<file path="src/rtl/mau_pkg.sv">
// Shared types and constants for the data-memory access unit.
package mau_pkg;

  localparam int unsigned MAU_ADDR_W    = 8;
  localparam int unsigned MAU_DATA_W    = 8;
  localparam int unsigned MAU_MEM_DEPTH = 32;

  localparam logic [MAU_DATA_W-1:0] ERR_DATA = 8'hFF;

  typedef enum logic [1:0] {
    IDLE,
    ISSUE,
    WAIT,
    RESP
  } state_t;

  typedef struct packed {
    logic                  write;
    logic [MAU_ADDR_W-1:0] addr;
    logic [MAU_DATA_W-1:0] wdata;
  } req_t;

endpackage

</file>
<file path="src/rtl/mau_req_fifo.sv">
// Synchronous request FIFO; power-of-2 depth, pointers wrap naturally.
module mau_req_fifo
  import mau_pkg::*;
#(
  parameter int unsigned DEPTH = 2
) (
  input  logic clk,
  input  logic RST,
  input  logic i_push,
  input  req_t i_data,
  input  logic i_pop,
  output req_t o_head,
  output logic o_full,
  output logic o_empty
);

  localparam int unsigned PW = (DEPTH > 1) ? $clog2(DEPTH) : 1;

  req_t          r_mem [DEPTH];
  logic [PW-1:0] r_wr_ptr;
  logic [PW-1:0] r_rd_ptr;
  logic [PW:0]   r_count;

  always_ff @(posedge clk) begin
    if (RST) begin
      r_wr_ptr <= '0;
      r_rd_ptr <= '0;
      r_count  <= '0;
    end else begin
      if (i_push) begin
        r_mem[r_wr_ptr] <= i_data;
        r_wr_ptr        <= r_wr_ptr + 1'b1;
      end
      if (i_pop) begin
        r_rd_ptr <= r_rd_ptr + 1'b1;
      end
      case ({i_push, i_pop})
        2'b10:   r_count <= r_count + 1'b1;
        2'b01:   r_count <= r_count - 1'b1;
        default: r_count <= r_count;
      endcase
    end
  end

  always_comb begin
    o_head  = r_mem[r_rd_ptr];
    o_full  = (r_count == (PW+1)'(DEPTH));
    o_empty = (r_count == '0);
  end

endmodule

</file>
<file path="src/rtl/mem_access_unit.sv">
// Data-memory port initiator: queues load/store requests, drives a 1-cycle-latency
// synchronous memory and returns results in order over a valid/ready channel.
module mem_access_unit
  import mau_pkg::*;
#(
  parameter int unsigned ADDR_W     = MAU_ADDR_W,
  parameter int unsigned DATA_W     = MAU_DATA_W,
  parameter int unsigned MEM_DEPTH  = MAU_MEM_DEPTH,
  parameter int unsigned FIFO_DEPTH = 2
) (
  input  logic              clk,
  input  logic              RST,
  input  logic              req_valid,
  output logic              req_ready,
  input  logic              req_write,
  input  logic [ADDR_W-1:0] req_addr,
  input  logic [DATA_W-1:0] req_wdata,
  output logic              rsp_valid,
  input  logic              rsp_ready,
  output logic [DATA_W-1:0] rsp_rdata,
  output logic              rsp_error,
  output logic [ADDR_W-1:0] mem_address,
  output logic [DATA_W-1:0] mem_wdata,
  input  logic [DATA_W-1:0] mem_rdata,
  output logic              mem_read,
  output logic              mem_write,
  output logic              busy
);

  state_t r_state;
  state_t w_next;

  req_t w_req;
  req_t w_head;
  logic w_push;
  logic w_pop;
  logic w_full;
  logic w_empty;
  logic w_head_err;

  logic              r_mem_read;
  logic              r_mem_write;
  logic [ADDR_W-1:0] r_mem_address;
  logic [DATA_W-1:0] r_mem_wdata;
  logic [DATA_W-1:0] r_rsp_rdata;
  logic              r_rsp_error;

  always_comb begin
    w_req.write = req_write;
    w_req.addr  = req_addr;
    w_req.wdata = req_wdata;
  end

  assign w_push     = req_valid && !w_full;
  assign w_head_err = (32'(w_head.addr) >= MEM_DEPTH);

  mau_req_fifo #(
    .DEPTH (FIFO_DEPTH)
  ) u_fifo (
    .clk     (clk),
    .RST     (RST),
    .i_push  (w_push),
    .i_data  (w_req),
    .i_pop   (w_pop),
    .o_head  (w_head),
    .o_full  (w_full),
    .o_empty (w_empty)
  );

  always_ff @(posedge clk) begin
    if (RST) r_state <= IDLE;
    else     r_state <= w_next;
  end

  // A head entry that is out of range skips ISSUE and lands straight in RESP,
  // including when it is popped on a response handshake.
  always_comb begin
    w_next = r_state;
    w_pop  = 1'b0;
    case (r_state)
      IDLE: begin
        if (!w_empty) begin
          w_pop  = 1'b1;
          w_next = w_head_err ? RESP : ISSUE;
        end
      end
      ISSUE: w_next = r_mem_write ? RESP : WAIT;
      WAIT:  w_next = RESP;
      RESP: begin
        if (rsp_ready) begin
          if (!w_empty) begin
            w_pop  = 1'b1;
            w_next = w_head_err ? RESP : ISSUE;
          end else begin
            w_next = IDLE;
          end
        end
      end
      default: w_next = IDLE;
    endcase
  end

  always_comb begin
    rsp_valid = (r_state == RESP);
    busy      = !w_empty || (r_state != IDLE);
    req_ready = !w_full;
  end

  always_ff @(posedge clk) begin
    if (RST) begin
      r_mem_read    <= 1'b0;
      r_mem_write   <= 1'b0;
      r_mem_address <= '0;
      r_mem_wdata   <= '0;
      r_rsp_rdata   <= '0;
      r_rsp_error   <= 1'b0;
    end else begin
      r_mem_read  <= w_pop && !w_head_err && !w_head.write;
      r_mem_write <= w_pop && !w_head_err &&  w_head.write;
      if (w_pop && !w_head_err) begin
        r_mem_address <= w_head.addr;
        r_mem_wdata   <= w_head.wdata;
      end
      if (w_pop && w_head_err) begin
        r_rsp_rdata <= ERR_DATA;
        r_rsp_error <= 1'b1;
      end else if (r_state == ISSUE && r_mem_write) begin
        r_rsp_rdata <= '0;
        r_rsp_error <= 1'b0;
      end else if (r_state == WAIT) begin
        r_rsp_rdata <= mem_rdata;
        r_rsp_error <= 1'b0;
      end
    end
  end

  assign mem_read    = r_mem_read;
  assign mem_write   = r_mem_write;
  assign mem_address = r_mem_address;
  assign mem_wdata   = r_mem_wdata;
  assign rsp_rdata   = r_rsp_rdata;
  assign rsp_error   = r_rsp_error;

endmodule
</file>
<file path="config.mk">
export PLATFORM = sky130hd
export DESIGN_NAME = mem_access_unit
export DESIGN_NICKNAME = d
export VERILOG_FILES = /design/src/rtl/mau_pkg.sv /design/src/rtl/mau_req_fifo.sv /design/src/rtl/mem_access_unit.sv
export SDC_FILE = /design/constraint.sdc
export NUM_CORES = 1
export LEC_CHECK = 0
export CAP_MARGIN = 20
export CORE_ASPECT_RATIO = 0.6
export CORE_MARGIN = 4
export CORE_UTILIZATION = 50
export DETAILED_ROUTE_END_ITERATION = 6
export PLACE_DENSITY_LB_ADDON = 0.08
export SYNTH_ARGS = -nofsm -noshare
export SYNTH_HDL_FRONTEND = slang
export SYNTH_HIERARCHICAL = 1
export SYNTH_SLANG_ARGS = --single-unit
</file>
<file path="constraint.sdc">
create_clock -name clk -period 6.1 [get_ports clk]
set_clock_uncertainty 0.1 [all_clocks]
set_input_delay 0.915 -clock clk [delete_from_list [all_inputs] [get_ports clk]]
set_output_delay 0.915 -clock clk [all_outputs]
set_load 0.02 [all_outputs]
</file>
==> impl_metrics.tcl <==
set metrics [dict create \
    syn_area_um2 2750 \
    detail-route-antenna-nets 0 \
    die_h_um 65.5 \
    layout.nets 307 \
    fin_crit_sh 0.459 \
    max_clock_freq_mhz 357 \
    synthArstFlopShare 0 \
    ff_latch_area_um2 1700 \
    grt-ovfl-total 0 \
    clk_pin_slew_worst_paths_ps 80 \
    rsz0062_at_grt "no" \
    areaGrowthSynthToFinish_pct 31.4 \
    synth_top_area_frac 0.371 \
    min_from "rsp_error$_SDFFE_PP0P_" \
    viasPerCell 5.10 \
    startpoint "u_fifo/r_count[0]$_SDFFE_PP0P_" \
    yosys.area.top_type "edfxtp_1" \
    crit_chain "nor2_1 > nand2_1 > clkdlybuf4s50_1" \
    hold_viol 0 \
    finalCriticalPeriod_ps 2800 \
    dieArea_um2 6800 \
    cts_resized 0 \
    ys_seq_area_frac 0.618 \
    port_buffers 58 \
    grt_max_degree 50 \
    cts.sinks 68 \
    timing.setup.tns_ps 0 \
    syn_inst 208 \
    dp_hpwl_um 3620 \
    cts_root_buf "clkbuf_8" \
    crit_path_start_kind "flop" \
    critical_path_required_ps 5080 \
    drive_above_1_share 0.181 \
    endpoint_kind "output pin" \
    h-tree-depth 3 \
    setup_ws_ps 3300 \
    criticalPathCategory "flop to output pin" \
    synthTopCellsByCount "dfxtp_1 (34), edfxtp_1 (34), nand2b_1 (27), mux2_2 (25), a21oi_1 (14)" \
    antenna_found_initial 0 \
    yosys_warnings 6 \
    clock_latency_ps 340 \
    syn_area_per_cell_um2 13.2 \
    worst_pin_slew_ps 796 \
    ir_worst_vdd_mv 0.196 \
    crit_family "buffers and inverters" \
    synthesis.nets 243 \
    ys.flop_type "edfxtp_1" \
    synth_edf_count 34 \
    vias 1751 \
    status "finished, final reports clean" \
    cpPeakStageDelay_ps 570 \
    synth_seq_cells 68 \
    cp_max_fo 5 \
    core_um2 5180 \
    drt_first_iter_violations 60 \
    rows 20 \
    post-place-ws_ps 3270 \
    hp-class "flop to flop" \
    cap_violations 0 \
    cp_num_buf_inv 1 \
    grt_pass1_vias 1712 \
    setup_violations 0 \
    post_cts_buffers 0 \
    insertedDiodeCount 0 \
    ys_top_cells_by_area "edfxtp_1 (37%), dfxtp_1 (25%), mux2_2 (10%)" \
    drv_slew 0 \
    maxSlewHeadroom 0.469 \
    ioPinCount 59 \
    initial_utilization 0.532 \
    grt_pass1_wl_um 8790 \
    cts_hold_buf 0 \
    powerDensity_nw_per_um2 406 \
    die_w_um 104 \
    multi_input_area_um2 1000 \
    worstPathArrival_ps 1790 \
    synth_cell_types 28 \
    clock_path_buffers 2 \
    routedWlPerCell_um 15.8 \
    cts_made_buffers 9 \
    fillers 418 \
    grt_util_all_layers 0.169 \
    gp_congestion 0.808 \
    drt_first_pass_iters 4 \
    routed_wl_um 5410 \
    p_leak_nw 1.27 \
    cpMaxStageDelayCell "clkdlybuf4s50_1" \
    drc 0 \
    cts_tree "done" \
]
-- sequential cells by signal, indices dropped and copies added (netlist names), named ones only --
name             count
rsp_error            1
u_fifo/r_mem        34
mem_read             1
u_fifo/r_count       2
u_fifo/r_wr_ptr      1
mem_write            1
r_state              2
mem_wdata            8
mem_address          8
u_fifo/r_rd_ptr      1
rsp_rdata            8
-- where the power goes --
group	internal (mW)	switching (mW)
Clock	0.227	0.161
Sequential	0.555	0.0557
Combinational	0.243	0.230
Total	1.02	0.447
-- logic make-up (layout without fill, tap and decap cells) --
family	Yosys count	count (layout)	share of synthesized area
multiplexers	38	38	0.149
flip-flops	68	68	0.618
AND/OR/NAND/NOR	60	60	0.133
adder cells (fa/ha/maj)	6	6	0.0273
XOR/XNOR	4	4	0.0127
buffers and inverters	13	82	0.0214
AO/OA/AOI/OAI	19	19	0.0382
-- path summary, 6_finish.rpt --
check	end	cells after the start	slack (ps)
max	busy	3	3300
min	rsp_error$_SDFFE_PP0P_	2	350
max reg2reg	mem_read$_SDFF_PP0_	5	3490
min reg2reg	rsp_error$_SDFFE_PP0P_	2	350
-- worst min-delay path, cell delays in order, from the launching register on --
cell and delay (ps):
dfxtp_1 310, nand2_1 50, a21oi_1 50
-- cell type report --
type | count | share of cell area
Clock buffer | 10 | 0.0353
Clock inverter | 6 | 0.0218
Inverter | 4 | 0.00415
Multi-Input combinational cell | 127 | 0.277
Sequential cell | 68 | 0.470
Tap cell | 66 | 0.0228
Timing Repair Buffer | 62 | 0.169
-- cells in the final DEF, fill, tap and decap left out, types with 9 or more instances in the layout --
cell type	n
clkdlybuf4s50_1	58
dfxtp_1	34
edfxtp_1	34
nand2b_1	27
mux2_2	25
a21oi_1	14
mux2i_1	13
nand2_1	11
clkbuf_8	9
-- routing by layer --
metal  wire, um  vias to the layer above  global-route usage
met5          0                        -                   0
met4         33                        0              0.0498
met3        320                        4              0.0687
met2       2390                       55               0.262
met1       2660                      832               0.219
li1           -                      860                   -
-- stage by stage --
stage | util | hold slack [ps] | instance area, um2 | power, mW | cells
finish | 0.699 | 354 | 3620 | 1.47 | 343
global route | 0.699 | 383 | 3620 | 1.56 | 343
CTS | 0.699 | 359 | 3620 | 1.48 | 343
detailed placement | 0.659 | 348 | 3410 | 1.09 | 327
global placement | 0.659 | 344 | 3410 | 1.08 | 327
floorplan | - | 361 | 2750 | 0.930 | 208
No activity file was read; power rests on OpenSTA's default activity.
